`src/rtl/store_write_buffer.sv`:
```
// store_write_buffer: circular FIFO of committed stores that drains one entry per cycle to the D-cache
// and forwards the youngest matching word to load probes.
module store_write_buffer #(
  parameter int N      = 2,
  parameter int DEPTH  = 8,
  parameter int ADDR_W = 32,
  parameter int DATA_W = 32
) (
  input  logic                            clock,
  input  logic                            reset,
  input  logic [$clog2(N+1)-1:0]          ret_count,
  input  logic [N-1:0][ADDR_W-1:0]        ret_addr,
  input  logic [N-1:0][DATA_W-1:0]        ret_data,
  input  logic [N-1:0][DATA_W/8-1:0]      ret_mask,
  output logic [$clog2(N+1)-1:0]          ret_spots,
  output logic                            dc_req_valid,
  output logic [ADDR_W-1:0]               dc_req_addr,
  output logic [DATA_W-1:0]               dc_req_data,
  output logic [DATA_W/8-1:0]             dc_req_mask,
  input  logic                            dc_req_ack,
  input  logic [ADDR_W-1:0]               ld_addr,
  output logic                            ld_hit,
  output logic [DATA_W-1:0]               ld_data,
  output logic [DATA_W/8-1:0]             ld_mask,
  output logic                            empty
);
  localparam int MW  = DATA_W / 8;
  localparam int CW  = $clog2(N + 1);
  localparam int IW  = $clog2(DEPTH);
  localparam int KW  = $clog2(DEPTH + 1);
  localparam int OFF = $clog2(MW);

  logic [DEPTH-1:0][ADDR_W-1:0] addr_q;
  logic [DEPTH-1:0][DATA_W-1:0] data_q;
  logic [DEPTH-1:0][MW-1:0]     mask_q;
  logic [IW-1:0]                head_q, tail_q, idx;
  logic [KW-1:0]                count_q, count_d, free;
  logic [CW-1:0]                acc;
  logic [ADDR_W-1:0]            ld_word;
  logic                         pop;

  assign free         = KW'(DEPTH) - count_q;
  assign ret_spots    = (free < KW'(N)) ? CW'(free) : CW'(N);
  assign acc          = (ret_count > ret_spots) ? ret_spots : ret_count;
  assign pop          = (count_q != '0) && dc_req_ack;
  assign count_d      = count_q + KW'(acc) - KW'(pop);
  assign empty        = (count_q == '0);
  assign dc_req_valid = !empty;
  assign dc_req_addr  = addr_q[head_q];
  assign dc_req_data  = data_q[head_q];
  assign dc_req_mask  = mask_q[head_q];
  assign ld_word      = ld_addr >> OFF;

  // Scan oldest to youngest so the last match left standing is the youngest.
  always_comb begin
    ld_hit  = 1'b0;
    ld_data = '0;
    ld_mask = '0;
    idx     = head_q;
    for (int k = 0; k < DEPTH; k++) begin
      idx = head_q + IW'(k);
      if (KW'(k) < count_q && (addr_q[idx] >> OFF) == ld_word) begin
        ld_hit  = 1'b1;
        ld_data = data_q[idx];
        ld_mask = mask_q[idx];
      end
    end
  end

  always_ff @(posedge clock) begin
    if (reset) begin
      head_q  <= '0;
      tail_q  <= '0;
      count_q <= '0;
    end else begin
      assert (ret_count <= ret_spots)
        else $warning("store_write_buffer: ret_count %0d exceeds ret_spots %0d", ret_count, ret_spots);
      for (int i = 0; i < N; i++)
        if (CW'(i) < acc) begin
          addr_q[tail_q + IW'(i)] <= ret_addr[i];
          data_q[tail_q + IW'(i)] <= ret_data[i];
          mask_q[tail_q + IW'(i)] <= ret_mask[i];
        end
      tail_q  <= tail_q + IW'(acc);
      head_q  <= head_q + IW'(pop);
      count_q <= count_d;
    end
  end
endmodule

```
`config.mk`:
```
export PLATFORM = sky130hd
export DESIGN_NAME = store_write_buffer
export DESIGN_NICKNAME = d
export VERILOG_FILES = /design/src/rtl/store_write_buffer.sv
export SDC_FILE = /design/constraint.sdc
export NUM_CORES = 2
export LEC_CHECK = 0
export CAP_MARGIN = 40
export CORE_AREA = 2 2 422 340
export CTS_CLUSTER_DIAMETER = 30
export DETAILED_ROUTE_END_ITERATION = 8
export DIE_AREA = 0 0 424 342
export MAX_ROUTING_LAYER = met4
export SLEW_MARGIN = 20
export SYNTH_ARGS = -nofsm -noshare
export SYNTH_HDL_FRONTEND = slang
export SYNTH_SLANG_ARGS = --single-unit
```
`constraint.sdc`:
```
create_clock -name clock -period 27.6 [get_ports clock]
set_input_delay 5.52 -clock clock [delete_from_list [all_inputs] [get_ports clock]]
set_output_delay 5.52 -clock clock [all_outputs]
set_load 0.05 [all_outputs]
```
---- After elaboration in Yosys (flattened, before gate mapping) ----
Index checks and enable logic that the tools add are counted.
cells by class
  add/subtract/negate cells ............... 13
  magnitude comparators ................... 24
  equal/unequal tests ..................... 8
  muxes and demuxes ....................... 97
  reductions and logical operators ........ 14
operators with widths
  cell                   number
  $bmux W32 S3           16
  $mux W256              6
  $bwmux W256            4
  $mux W32               29
  $eq A30 B30 Y1         8
  $demux W32 S3          2
  $bmux W4 S3            8
  $mux W4                18
  $bwmux W32             2
  $lt A3 B4 Y1 const B   10
  $demux W4 S3           2
  $lt A3 B4 Y1 const A   4
  $add A3 B3 Y3 const B  4
  $logic_and A1 B1 Y1    11
  $lt A1 B4 Y1 const A   2
  $lt A2 B4 Y1 const A   2
  $mux W1                8
  $add A3 B1 Y3 const B  2
  $add A3 B2 Y3 const B  2
  $ge A3 B1 Y1 const B   2
  $add A4 B2 Y4          1
  $logic_not A4 Y1       1
  $lt A1 B2 Y1 const A   2
  $lt A4 B2 Y1 const B   1
  other kinds (8)        9
storage, ports and cells
  register bits ........................... 554
  output and inout bits ................... 109
  logic and storage cells ................. 183

---- Depth between registers and ports, before layout ----
  depth after elaboration ................. 12
  gate-level depth with buffers ........... 30

---- Worst setup path before layout ----
OpenSTA, ideal clock, no wires.
  path type ............................... input-to-reg
  start ................................... in reset
  end ..................................... reg addr_q[0] (netlist name) (enable)
  data arrival time ....................... 16.147 ns
  data required time ...................... 26.713 ns
  path slack .............................. 10.566 ns
  stages .................................. 2
  path through ............................ clkbuf_1 -> inv_1
RTL lines
  what                            line  text
  start: declaration              10    input logic reset,
  end signal: indexed assignment  80    addr_q[tail_q + IW'(i)] <= ret_addr[i];
  end: declaration                33    logic [DEPTH-1:0][ADDR_W-1:0] addr_q;
No word-level cell between the ends.

---- Final worst setup path ----
  start ................................... in ld_addr[4]
  end ..................................... out ld_data[26]
on the way
  longest elaborated chain between the ends .. 10
RTL lines
  what                   line  text
  start: declaration     21    input logic [ADDR_W-1:0] ld_addr,
  $eq A30 B30 Y1         62    if (KW'(k) < count_q && (addr_q[idx] >> OFF) == ld_word) begin
  $logic_and A1 B1 Y1    62
  $mux W32 (7 in a row)  62
  $mux W32 (*)           62
  end: declaration       23    output logic [DATA_W-1:0] ld_data,
Every way passes the cells marked *; elsewhere a longest branch is shown, timed or not.

==> flow_summary.yaml <==
status:
  status: "complete, no violations"
sta:
  fmax_mhz: 57.6
  maxSlewHeadroom_pct: 23.7
  finalCriticalPeriod_ps: 17360
  rsz0062_at_grt: "no"
  min_period_over_period_pct: 62.9
  hold_violations: 0
  worstMarginPinSlew_ps: 1140
  fin_skew_ps: 62.2
  final.setup.worst_slack_ps: 10240
  finalSetupViolCount: 0
  whs_ps: 650
  drv_slew: 0
  setup_tns_ps: 0
yosys:
  synth_area_leaders: "edfxtp_1 29%, mux4_2 23%, mux2i_1 16%"
  syn_area_um2: 56000
  synthArstFlopShare_pct: 0
  ys_seq_area_share_pct: 29.5
  synth_edf_count: 544
  synth-simple-area-share_pct: 10.0
  synth_ff_type: "edfxtp_1"
  synth_top_family_by_area: "multiplexers"
  syn_nets: 5467
  avgSynthCellArea_um2: 10.6
  ys_warn_count: 0
  netlist_instances: 5276
  synthAdderAreaFrac_pct: 0.429
  synth_compound_area_share_pct: 10.6
  synthMuxAreaShare_pct: 39.6
  yosysUniqueCellTypes: 76
  synth_top_area_cell: "edfxtp_1"
  synth_xor_area_share_pct: 4.66
  ys_seq_elements: 554
  synth_top_area_share_pct: 29.2
layout:
  drive_above_1_share_pct: 21.1
  mostFrequentLayoutCells: "868 x mux2i_1, 694 x nand2_1, 566 x mux4_2, 544 x edfxtp_1, 374 x a21oi_1"
  seqCellArea_um2: 16500
  fin_area_um2: 65800
  final_common_cell: "mux2i_1"
  layout.nets: 5421
  multi_input_area_um2: 36800
  utilization_pct: 46.5
  area.growth.synth_to_final_pct: 17.5
  fill_cells: 12900
placed_design:
  dpl_cell_area_um2: 60300
  pre_cts_ws_ps: 10440
  routabilityCongestion: 1.05
  port_buffers: 279
  dp.final_hpwl_mm: 140
clock_network:
  cts_buffers: 159
  cts_max_level: 4
  cts_tree: "done"
  cts_sinks: 554
  clk_latency_ps: 790
  postCtsSetupBuffers: 0
  cts.clk_slew.worst_paths_ps: 40
  clock_path_buffers: 3
  cts_resized: 0
  cts-root-buf: "clkbuf_16"
  cts_hold_buf: 0
critical_path:
  critPathRequiredTime_ps: 22080
  reg2reg_slack_ps: 22000
  r2r_end: "data_q[187]"
  end_kind: "primary output"
  r2r-start: "count_q[1]"
  critPathArrivalTime_ps: 11840
  start_kind: "input pin"
  setup.worst_path.start: "ld_addr[4]"
  r2r_cells: 16
  critPathKind: "input pin to primary output"
  worstPathMaxFanout: 38
  endpoint: "ld_data[26]"
global_routing:
  overflow: 0
  grt_pass1_wl_mm: 314
  grt_pass1_vias: 44200
  antenna_found_initial: 37
  grt_max_degree: 151
  grt_usage_pct: 30.1
floorplan:
  ios: 282
  start_util_pct: 39.6
  rows: 124
  core_um2: 141000
  die_x_um: 424
  dieArea_um2: 145000
  die_y_um: 342
power_and_ir_drop:
  power.density_nw_per_um2: 123
  p_int_mw: 4.48
  ir_drop_mv: 0.159
  p_leak_nw: 22.9
  seqPwrFrac_pct: 20.8
  clockPowerShare_pct: 21.8
  swShare_pct: 44.5
  comb_power_share_pct: 57.4
  power_switching_mw: 3.60
route:
  via_per_inst: 6.53
  wirelength_mm: 217
  final_antenna_net_count: 0
  avgRoutedWirePerCell_um: 29.7
  drtIter0Drc: 6658
  vias: 47500
  drc: 0
  drt_first_pass_iters: 7
job:
  drv_cap: 0
worst_hold_path:
  hp-class: "register to register"
flip-flops by register name, summed over array words and instances (netlist names):
name / count
addr_q: 256
data_q: 256
mask_q: 32
count_q: 4
head_q: 3
tail_q: 3
synth_stat cells (17+ instances only):
cell type,number
mux2_2,62
edfxtp_1,544
mux4_2,566
buf_6,23
buf_4,22
nand2_1,697
nor3_1,28
a2111oi_2,29
nand3_1,72
inv_1,28
a221oi_1,17
nand4_1,35
and2_1,41
xor2_1,87
mux2i_1,868
nor4_1,23
buf_1,143
nor3_2,28
a21oi_1,374
xnor2_1,209
nor2_1,313
buf_2,110
a22oi_1,25
o21ai_0,328
o41ai_2,28
a22o_1,19
clkbuf_1,326
a211oi_1,44
power by group through the flow:
stage	Clock, mW	Combinational, mW	Sequential [mW]
after floorplan	0	3.33	1.54
after global placement	0	4.39	1.67
final	1.76	4.63	1.68
after CTS	1.78	4.52	1.67
after global routing	1.82	4.87	1.72
after detailed placement	0	4.50	1.68
metrics by stage:
step | instances | total power [mW]
4_1_cts | 7239 | 7.97
2_1_floorplan | 5276 | 4.86
3_3_place_gp | 6906 | 6.06
6_report | 7283 | 8.07
5_1_grt | 7280 | 8.41
3_5_place_dp | 6948 | 6.18
kinds of logic (layout without fill, tap and decap cells):
kind of cell	count (synthesis)	after routing
AOI/OAI and AO/OA	948	948
xor gates and xnor gates	297	297
adders and majority gates	18	18
buffers and inverters	668	752
DFF	554	554
muxes	1498	1498
other	0	33
and+or+nand+nor	1293	1293
worst min-delay path by stage:
stage | start | endpoint | slack [ps] | cells past startpoint
after floorplan | head_q[1] | head_q[1] | 590 | 2
after global placement | addr_q[128] | addr_q[128] | 620 | 2
after detailed placement | addr_q[32] | addr_q[32] | 640 | 2
after CTS | addr_q[32] | addr_q[32] | 650 | 2
after global routing | addr_q[129] | addr_q[129] | 680 | 2
final | addr_q[129] | addr_q[129] | 650 | 2
layer usage:
| metal | routed length, µm | up-vias | GRT usage (%) | part of all wire (%) |
|---|---|---|---|---|
| met5 | 0 | - | - | 0 |
| met4 | 9140 | 0 | 13.0 | 4.2 |
| met3 | 24200 | 550 | 6.53 | 11 |
| met2 | 95300 | 3012 | 43.0 | 44 |
| met1 | 87900 | 23800 | 41.1 | 41 |
| li1 | - | 20200 | - | - |
critical path: stages:
cell and delay, ps:
clkdlybuf4s50_1 860, clkinv_1 460, xnor2_1 370, nand4_1 160, or4_1 750, nor4_2 340
buf_4 740, or3b_2 240, buf_4 650, a211oi_1 120, o41ai_2 540, clkdlybuf4s50_1 940
final cells by class:
type / count / area share (%)
Multi-Input combinational cell: 4054 / 55.9
Sequential cell: 554 / 25.1
Timing Repair Buffer: 421 / 7.18
Clock buffer: 189 / 6.25
Tap cell: 1890 / 3.59
Clock inverter: 102 / 1.60
Inverter: 40 / 0.240
Antenna cell: 33 / 0.125
Note: power is estimated with default switching activity, not from simulation.
